==> src/rtl/crc32_pkg.sv <==
// CRC-32 constants and the byte-step helper shared by the
// streaming CRC datapath.
package crc32_pkg;

    localparam logic [31:0] CRC_POLY   = 32'h04C11DB7;
    localparam logic [31:0] CRC_INIT   = 32'h0;
    localparam int          BEAT_BYTES = 32;

    // Eight MSB-first bit steps of the non-reflected CRC
    function automatic logic [31:0] crc32_byte(
        input logic [31:0] i32_C,
        input logic [7:0]  i8_Byte
    );
        logic [31:0] r32_C;
        r32_C = i32_C;
        for (int k = 7; k >= 0; k--) begin
            if (r32_C[31] ^ i8_Byte[k])
                r32_C = {r32_C[30:0], 1'b0} ^ CRC_POLY;
            else
                r32_C = {r32_C[30:0], 1'b0};
        end
        return r32_C;
    endfunction

endpackage

==> src/rtl/crc32_256_if.sv <==
// Beat bus between the packet datapath and the CRC block.
interface crc32_256_if;
    import crc32_pkg::*;

    logic [8*BEAT_BYTES-1:0] iv_Input;
    logic                    i_Dv;
    logic                    i_SoP;
    logic                    i_EoP;
    logic [4:0]              i5_SoPEmpty;
    logic [4:0]              i5_EoPEmpty;
    logic                    o_CrcV;
    logic [31:0]             o32_Crc;

    modport master (
        output iv_Input, i_Dv, i_SoP, i_EoP,
        output i5_SoPEmpty, i5_EoPEmpty,
        input  o_CrcV, o32_Crc
    );

    modport slave (
        input  iv_Input, i_Dv, i_SoP, i_EoP,
        input  i5_SoPEmpty, i5_EoPEmpty,
        output o_CrcV, o32_Crc
    );

endinterface

==> src/rtl/crc32_256_update.sv <==
// Combinational CRC advance over the contiguous valid byte
// window [i5_First, i5_Last] of one 32-byte beat.
module crc32_256_update
    import crc32_pkg::*;
(
    input  logic [31:0]             i32_State,
    input  logic [8*BEAT_BYTES-1:0] iv_Data,
    input  logic [4:0]              i5_First,
    input  logic [4:0]              i5_Last,
    output logic [31:0]             o32_Next
);

    logic [31:0] w32_Acc;
    logic [7:0]  w8_Byte;

    // Bytes outside the window pass the state through untouched;
    // an empty window (first > last) leaves the state as is.
    always_comb begin
        w32_Acc = i32_State;
        w8_Byte = '0;
        for (int i = 0; i < BEAT_BYTES; i++) begin
            w8_Byte = iv_Data[8*(BEAT_BYTES-1-i) +: 8];
            if ((5'(i) >= i5_First) && (5'(i) <= i5_Last))
                w32_Acc = crc32_byte(w32_Acc, w8_Byte);
        end
    end

    assign o32_Next = w32_Acc;

endmodule

==> src/rtl/crc32_256.sv <==
// Streaming CRC-32 over 256-bit beats with byte-trimmed
// start/end; one-cycle result pulse after each EoP beat.
module crc32_256
    import crc32_pkg::*;
(
    input  logic         i_Clk,
    input  logic         i_Clr,
    crc32_256_if.slave   io_Bus
);

    logic [31:0] r32_CrcQ;
    logic [31:0] r32_Crc;
    logic        r_CrcV;

    logic [31:0] w32_Base;
    logic [31:0] w32_Next;
    logic [4:0]  w5_First;
    logic [4:0]  w5_Last;

    // SoP always restarts from the initial value
    assign w32_Base = io_Bus.i_SoP ? CRC_INIT : r32_CrcQ;
    assign w5_First = io_Bus.i_SoP ? io_Bus.i5_SoPEmpty : 5'd0;
    assign w5_Last  = io_Bus.i_EoP ? 5'd31 - io_Bus.i5_EoPEmpty
                                   : 5'd31;

    crc32_256_update u_update (
        .i32_State (w32_Base),
        .iv_Data   (io_Bus.iv_Input),
        .i5_First  (w5_First),
        .i5_Last   (w5_Last),
        .o32_Next  (w32_Next)
    );

    always_ff @(posedge i_Clk) begin
        if (i_Clr) begin
            r32_CrcQ <= CRC_INIT;
            r32_Crc  <= '0;
            r_CrcV   <= 1'b0;
        end else begin
            r_CrcV <= 1'b0;
            if (io_Bus.i_Dv) begin
                r32_CrcQ <= w32_Next;
                if (io_Bus.i_EoP) begin
                    r32_Crc <= w32_Next;
                    r_CrcV  <= 1'b1;
                end
            end
        end
    end

    assign io_Bus.o_CrcV  = r_CrcV;
    assign io_Bus.o32_Crc = r32_Crc;

endmodule

==> src/flat_wrapper.sv <==
// flat-port wrapper written by rule: the top's interface ports become plain ports
module crc32_256_flat import crc32_pkg::*;
  (i_Clk, i_Clr, io_Bus_iv_Input, io_Bus_i_Dv, io_Bus_i_SoP, io_Bus_i_EoP, io_Bus_i5_SoPEmpty, io_Bus_i5_EoPEmpty, io_Bus_o_CrcV, io_Bus_o32_Crc);
  crc32_256_if io_Bus_i ();
  input  logic i_Clk;
  input  logic i_Clr;
  input wire logic [$bits(io_Bus_i.iv_Input)-1:0] io_Bus_iv_Input;
  input wire logic [$bits(io_Bus_i.i_Dv)-1:0] io_Bus_i_Dv;
  input wire logic [$bits(io_Bus_i.i_SoP)-1:0] io_Bus_i_SoP;
  input wire logic [$bits(io_Bus_i.i_EoP)-1:0] io_Bus_i_EoP;
  input wire logic [$bits(io_Bus_i.i5_SoPEmpty)-1:0] io_Bus_i5_SoPEmpty;
  input wire logic [$bits(io_Bus_i.i5_EoPEmpty)-1:0] io_Bus_i5_EoPEmpty;
  output wire logic [$bits(io_Bus_i.o_CrcV)-1:0] io_Bus_o_CrcV;
  output wire logic [$bits(io_Bus_i.o32_Crc)-1:0] io_Bus_o32_Crc;
  assign io_Bus_i.iv_Input = io_Bus_iv_Input;
  assign io_Bus_i.i_Dv = io_Bus_i_Dv;
  assign io_Bus_i.i_SoP = io_Bus_i_SoP;
  assign io_Bus_i.i_EoP = io_Bus_i_EoP;
  assign io_Bus_i.i5_SoPEmpty = io_Bus_i5_SoPEmpty;
  assign io_Bus_i.i5_EoPEmpty = io_Bus_i5_EoPEmpty;
  assign io_Bus_o_CrcV = io_Bus_i.o_CrcV;
  assign io_Bus_o32_Crc = io_Bus_i.o32_Crc;
  crc32_256 u_core (.i_Clk(i_Clk), .i_Clr(i_Clr), .io_Bus(io_Bus_i));
endmodule
==> config.mk <==
export PLATFORM = sky130hd
export DESIGN_NAME = crc32_256_flat
export DESIGN_NICKNAME = d
export VERILOG_FILES = /design/src/rtl/crc32_pkg.sv /design/src/rtl/crc32_256_if.sv /design/src/rtl/crc32_256_update.sv /design/src/rtl/crc32_256.sv /design/src/flat_wrapper.sv
export SDC_FILE = /design/constraint.sdc
export NUM_CORES = 2
export LEC_CHECK = 0
export ABC_CLOCK_PERIOD_IN_PS = 72300
export CAP_MARGIN = 20
export CORE_MARGIN = 5
export CORE_UTILIZATION = 63
export CTS_CLUSTER_SIZE = 30
export DETAILED_ROUTE_END_ITERATION = 12
export PLACE_DENSITY = 0.86
export SLEW_MARGIN = 0
export SYNTH_ARGS = -nofsm -noshare
export SYNTH_HDL_FRONTEND = slang
export SYNTH_SLANG_ARGS = --single-unit
export TNS_END_PERCENT = 20
==> constraint.sdc <==
create_clock -name i_Clk -period 72.3 [get_ports i_Clk]
set_input_delay 14.46 -clock i_Clk [delete_from_list [all_inputs] [get_ports i_Clk]]
set_output_delay 14.46 -clock i_Clk [all_outputs]
set_load 0.05 [all_outputs]
After elaboration in Yosys (flattened, before gate mapping)
Index checks and enable logic that the tools add are counted.
W data, S select, Z words.
Storage, ports and cells
  register bits: 65
  input port bits: 271
  logic and storage cells: 1131
Operators by class
  $add $sub $neg: 1
  magnitude comparators: 64
  mux-type cells: 516
  bitwise operators: 513
  reduce and logical (&&, ||, !) cells: 34
Operators by type and width (number)
  $mux W32: 257
  $mux W27: 256
  $not A14 Y14: 256
  $xor A1 B1 Y1: 256
  $ge A5 B5 Y1 const A: 16
  $le A5 B5 Y1 const A: 16
  $ge A4 B5 Y1 const A: 8
  $le A4 B5 Y1 const A: 8
  $logic_and A1 B1 Y1: 32
  $ge A3 B5 Y1 const A: 4
  $le A3 B5 Y1 const A: 4
  $ge A1 B5 Y1 const A: 2
  $ge A2 B5 Y1 const A: 2
  $le A1 B5 Y1 const A: 2
  $le A2 B5 Y1 const A: 2
  $mux W5: 2
  $sub A5 B5 Y5 const A: 1
  $reduce_and A2 Y1: 1
  $reduce_or A2 Y1: 1
  $mux W1: 1
  $not A1 Y1: 1

Depth between registers and ports, before layout
  depth after elaboration: 770
  depth in mapped cells: 112
  depth with buffers taken out: 106

By module
A second synthesis with hierarchy kept.
Unflattened totals
  cells, all modules: 4889
  area total of the unflattened synthesis: 49890.3 µm²
By module, submodules not included
  crc32_256_update: times used 1, cells each 4591, area an instance 46713.6 µm²
  crc32_256: times used 1, cells each 298, area an instance 3176.8 µm²

Worst setup path after synthesis
Ideal clock, no wire load.
  path type: in2reg
  from: input port io_Bus_i5_SoPEmpty[0]
  to: register u_core.r32_Crc[12], in the netlist u_core.io_Bus.o32_Crc[12]
  setup time: 0.091 ns
  arrival time: 48.251 ns
  required time: 72.209 ns
  slack: 23.958 ns
  stages on the path: 108
  buffers on the path: 3
  cell sequence: or4_1 -> buf_6 -> o21a_1 -> buf_6 -> or3b_1 -> xor2_1 -> xnor2_2 -> xnor2_2 -> xnor3_1 -> mux2_2 -> xnor3_2 -> xnor2_2 -> a21oi_4 -> xnor2_2 -> xnor3_1 -> mux2_2 -> buf_6 -> xnor3_1 -> (+72 left out) -> xnor2_4 -> xor2_1 -> xnor3_1 -> mux2i_4 -> xnor3_1 -> xor2_1 -> mux2i_4 -> xnor2_2 -> xnor3_1 -> a21o_2 -> xor2_1 -> xnor3_1 -> o21ai_4 -> xnor3_1 -> xnor3_1 -> xnor3_1 -> nand2_1 -> a311oi_1
RTL lines
  start, declared: line flat_wrapper.sv:11  | input wire logic [$bits(io_Bus_i.i5_SoPEmpty)-1:0] io_Bus_i5_SoPEmpty;
  end signal, assigned: line crc32_256.sv:44  | r32_Crc <= w32_Next;
  end, declared: line crc32_256.sv:12  | logic [31:0] r32_Crc;

==> results.py <==
metrics = {
    "run_status": {
        "status": "finished, final reports clean",
    },
    "timing": {
        "hold_violations": 0,
        "fin_skew_ns": 0.00729,
        "setup_tns_ns": 0,
        "setup_ws_ns": 16.75,
        "min_period_over_period": 0.768,
        "whs_ns": 0.455,
        "rsz0062_at_grt": "no",
        "min_period_ns": 55.55,
        "worst_slew_pin_slew_ns": 1.11,
        "finalSetupViolCount": 0,
        "fmax_ghz": 0.0180,
        "slew-limit-headroom": 0.259,
        "slew_violations": 0,
    },
    "setup_path": {
        "startpoint_type": "primary input",
        "crit_type": "primary input to flip-flop",
        "required_ns": 72.53,
        "slowest_delay_ns": 0.86,
        "reg2reg_to": "u_core.r32_CrcQ[12]",
        "arrival_ns": 55.78,
        "r2r_slack_ns": 31.37,
        "rr_startpoint": "u_core.r32_CrcQ[27]",
        "path_max_fanout": 27,
        "critical_path.most_common_cell": "xnor3_1",
        "setup.worst_path.end_class": "flip-flop",
        "reg2reg_depth": 105,
        "crit_slowest_cell": "xnor2_1",
    },
    "clock_tree": {
        "postCtsHoldBufs": 0,
        "cts_sinks": 65,
        "cts_buffer_depth": 2,
        "cts_root_buf": "clkbuf_16",
        "htreeDepth": 3,
        "tritoncts": "done",
        "clkLatencyLatePin_ns": 0.33,
        "cts.clk_slew.worst_paths_ns": 0.06,
        "cts_resized": 0,
        "cts_buffers": 9,
        "postCtsSetupBuffers": 0,
    },
    "synth": {
        "ys_seq_area_frac": 0.0265,
        "syn_nets": 5138,
        "ys_async_sr_fraction": 0,
        "synth-main-ff-cell": "dfxtp_1",
        "yosys_warnings": 0,
        "synth_area_leaders": "xnor3_1, xnor2_1, xor2_1, mux2i_1, xor3_1",
        "synth-edff-count": 0,
        "syn_inst": 4867,
        "synth_area_leader_cell": "xnor3_1",
        "yosysUniqueCellTypes": 116,
        "syn_area_um2": 49200,
        "synth_area_per_cell_um2": 10.1,
        "netlist.area_leader.share": 0.193,
        "synth-seq-cells": 65,
    },
    "placement": {
        "dp_slack_ns": 16.95,
        "gp_congestion": 1.01,
        "port_buffers": 303,
        "dp.final_hpwl_mm": 122,
    },
    "cells_and_area": {
        "fillers": 6059,
        "nets": 5271,
        "layout_commonest_cell": "xnor2_1",
        "final_layout_size_suffix_gt1_frac": 0.123,
        "area_delta_synth_final_pct": 6.84,
        "post-route-util": 0.678,
        "final_cell_mix": "xnor2_1, xor2_1, xnor3_1",
    },
    "drt": {
        "drc": 0,
        "via_per_inst": 6.06,
        "drtPass1Iterations": 5,
        "ant_nets": 0,
        "vias": 36700,
        "wl_mm": 146,
        "drt_iter0_drc": 3826,
        "wire_per_inst_um": 24.1,
    },
    "global_routing": {
        "grt_max_degree": 66,
        "grt_usage": 0.335,
        "antenna_found_initial": 30,
        "grt_pass1_vias": 35900,
        "overflow": 0,
        "grt_pass1_wl_mm": 218,
    },
    "die": {
        "fp.dieW_um": 289,
        "io_pins": 304,
        "die-area_um2": 83800,
        "initial_core_util": 0.635,
        "core-area_um2": 77500,
        "die_y_um": 289,
        "rows": 102,
    },
    "min_path": {
        "hp-start": "u_core.io_Bus.o32_Crc[30]",
        "worstHoldEndpoint": "u_core.io_Bus.o32_Crc[30]",
        "worstHoldPathCells": 2,
        "hold_class": "flip-flop to flip-flop",
    },
    "flow_run": {
        "drv_cap": 0,
    },
}
-- how the worst max path moves through the flow --
stage                               start                         to  slack (ns)  cells past startpoint
finish              io_Bus_i5_SoPEmpty[3]        u_core.r32_CrcQ[12]       16.75                    106
global placement    io_Bus_i5_SoPEmpty[3]  u_core.io_Bus.o32_Crc[12]       17.63                    106
floorplan           io_Bus_i5_SoPEmpty[0]  u_core.io_Bus.o32_Crc[12]       23.96                    108
detailed placement  io_Bus_i5_SoPEmpty[3]        u_core.r32_CrcQ[12]       16.95                    106
global route        io_Bus_i5_SoPEmpty[3]        u_core.r32_CrcQ[12]       15.36                    106
CTS                 io_Bus_i5_SoPEmpty[3]        u_core.r32_CrcQ[12]       17.20                    106
-- layer usage --
metal,wire length [µm],GRT usage,vias to the layer above
met5,226,0,-
met4,4880,0.0947,38
met1,59400,0.452,17800
met3,12100,0.0510,319
li1,-,-,16900
met2,69300,0.562,1665
-- metrics by stage --
stage	instances	cell area, µm²
final	6058	52600
after global routing	6046	52500
after CTS	6044	52500
after detailed placement	6028	52200
after global placement	6028	52200
after floorplan	4867	49200
-- logic make-up after synthesis --
logic type / share of synthesized area
simple gates: 0.0764
xor+xnor: 0.641
buf+inv: 0.0391
compound gates: 0.111
mux: 0.106
flops: 0.0265
-- cells in the mapped netlist, drive strengths merged (23+ instances only) --
master,n
xnor2,1192
xor2,563
xnor3,485
mux2i,425
nor2,414
a21oi,364
nand2,361
o21ai,289
clkbuf,155
xor3,146
buf,75
dfxtp,65
nand3,32
o21a,28
mux2,23
-- cell type report --
| class | count | area (µm²) | share of cell area |
|---|---|---|---|
| Sequential cell | 65 | 1300 | 0.0248 |
| Multi-Input combinational cell | 4547 | 46100 | 0.877 |
| Inverter | 17 | 63.8 | 0.00121 |
| Antenna cell | 13 | 32.5 | 0.000619 |
| Clock buffer | 11 | 253 | 0.00481 |
| Timing Repair Buffer | 360 | 3470 | 0.0659 |
| Clock inverter | 5 | 53.8 | 0.00102 |
| Tap cell | 1040 | 1300 | 0.0248 |
-- flip-flops by register name, summed over array words and instances, names as in the netlist --
signal and cells:
u_core.io_Bus.o32_Crc 32, u_core.io_Bus.o_CrcV 1, u_core.r32_CrcQ 32
-- critical path, delay by kind of cell --
kind | cells | cell delay (ns)
compound gates | 19 | 5.99
buf+inv | 1 | 0.68
simple gates | 3 | 1.36
mux | 14 | 4.43
xor+xnor | 69 | 28.79
Power is not shown: default switching activity piles up to over one toggle a cycle in this logic, so the estimate is an artifact.
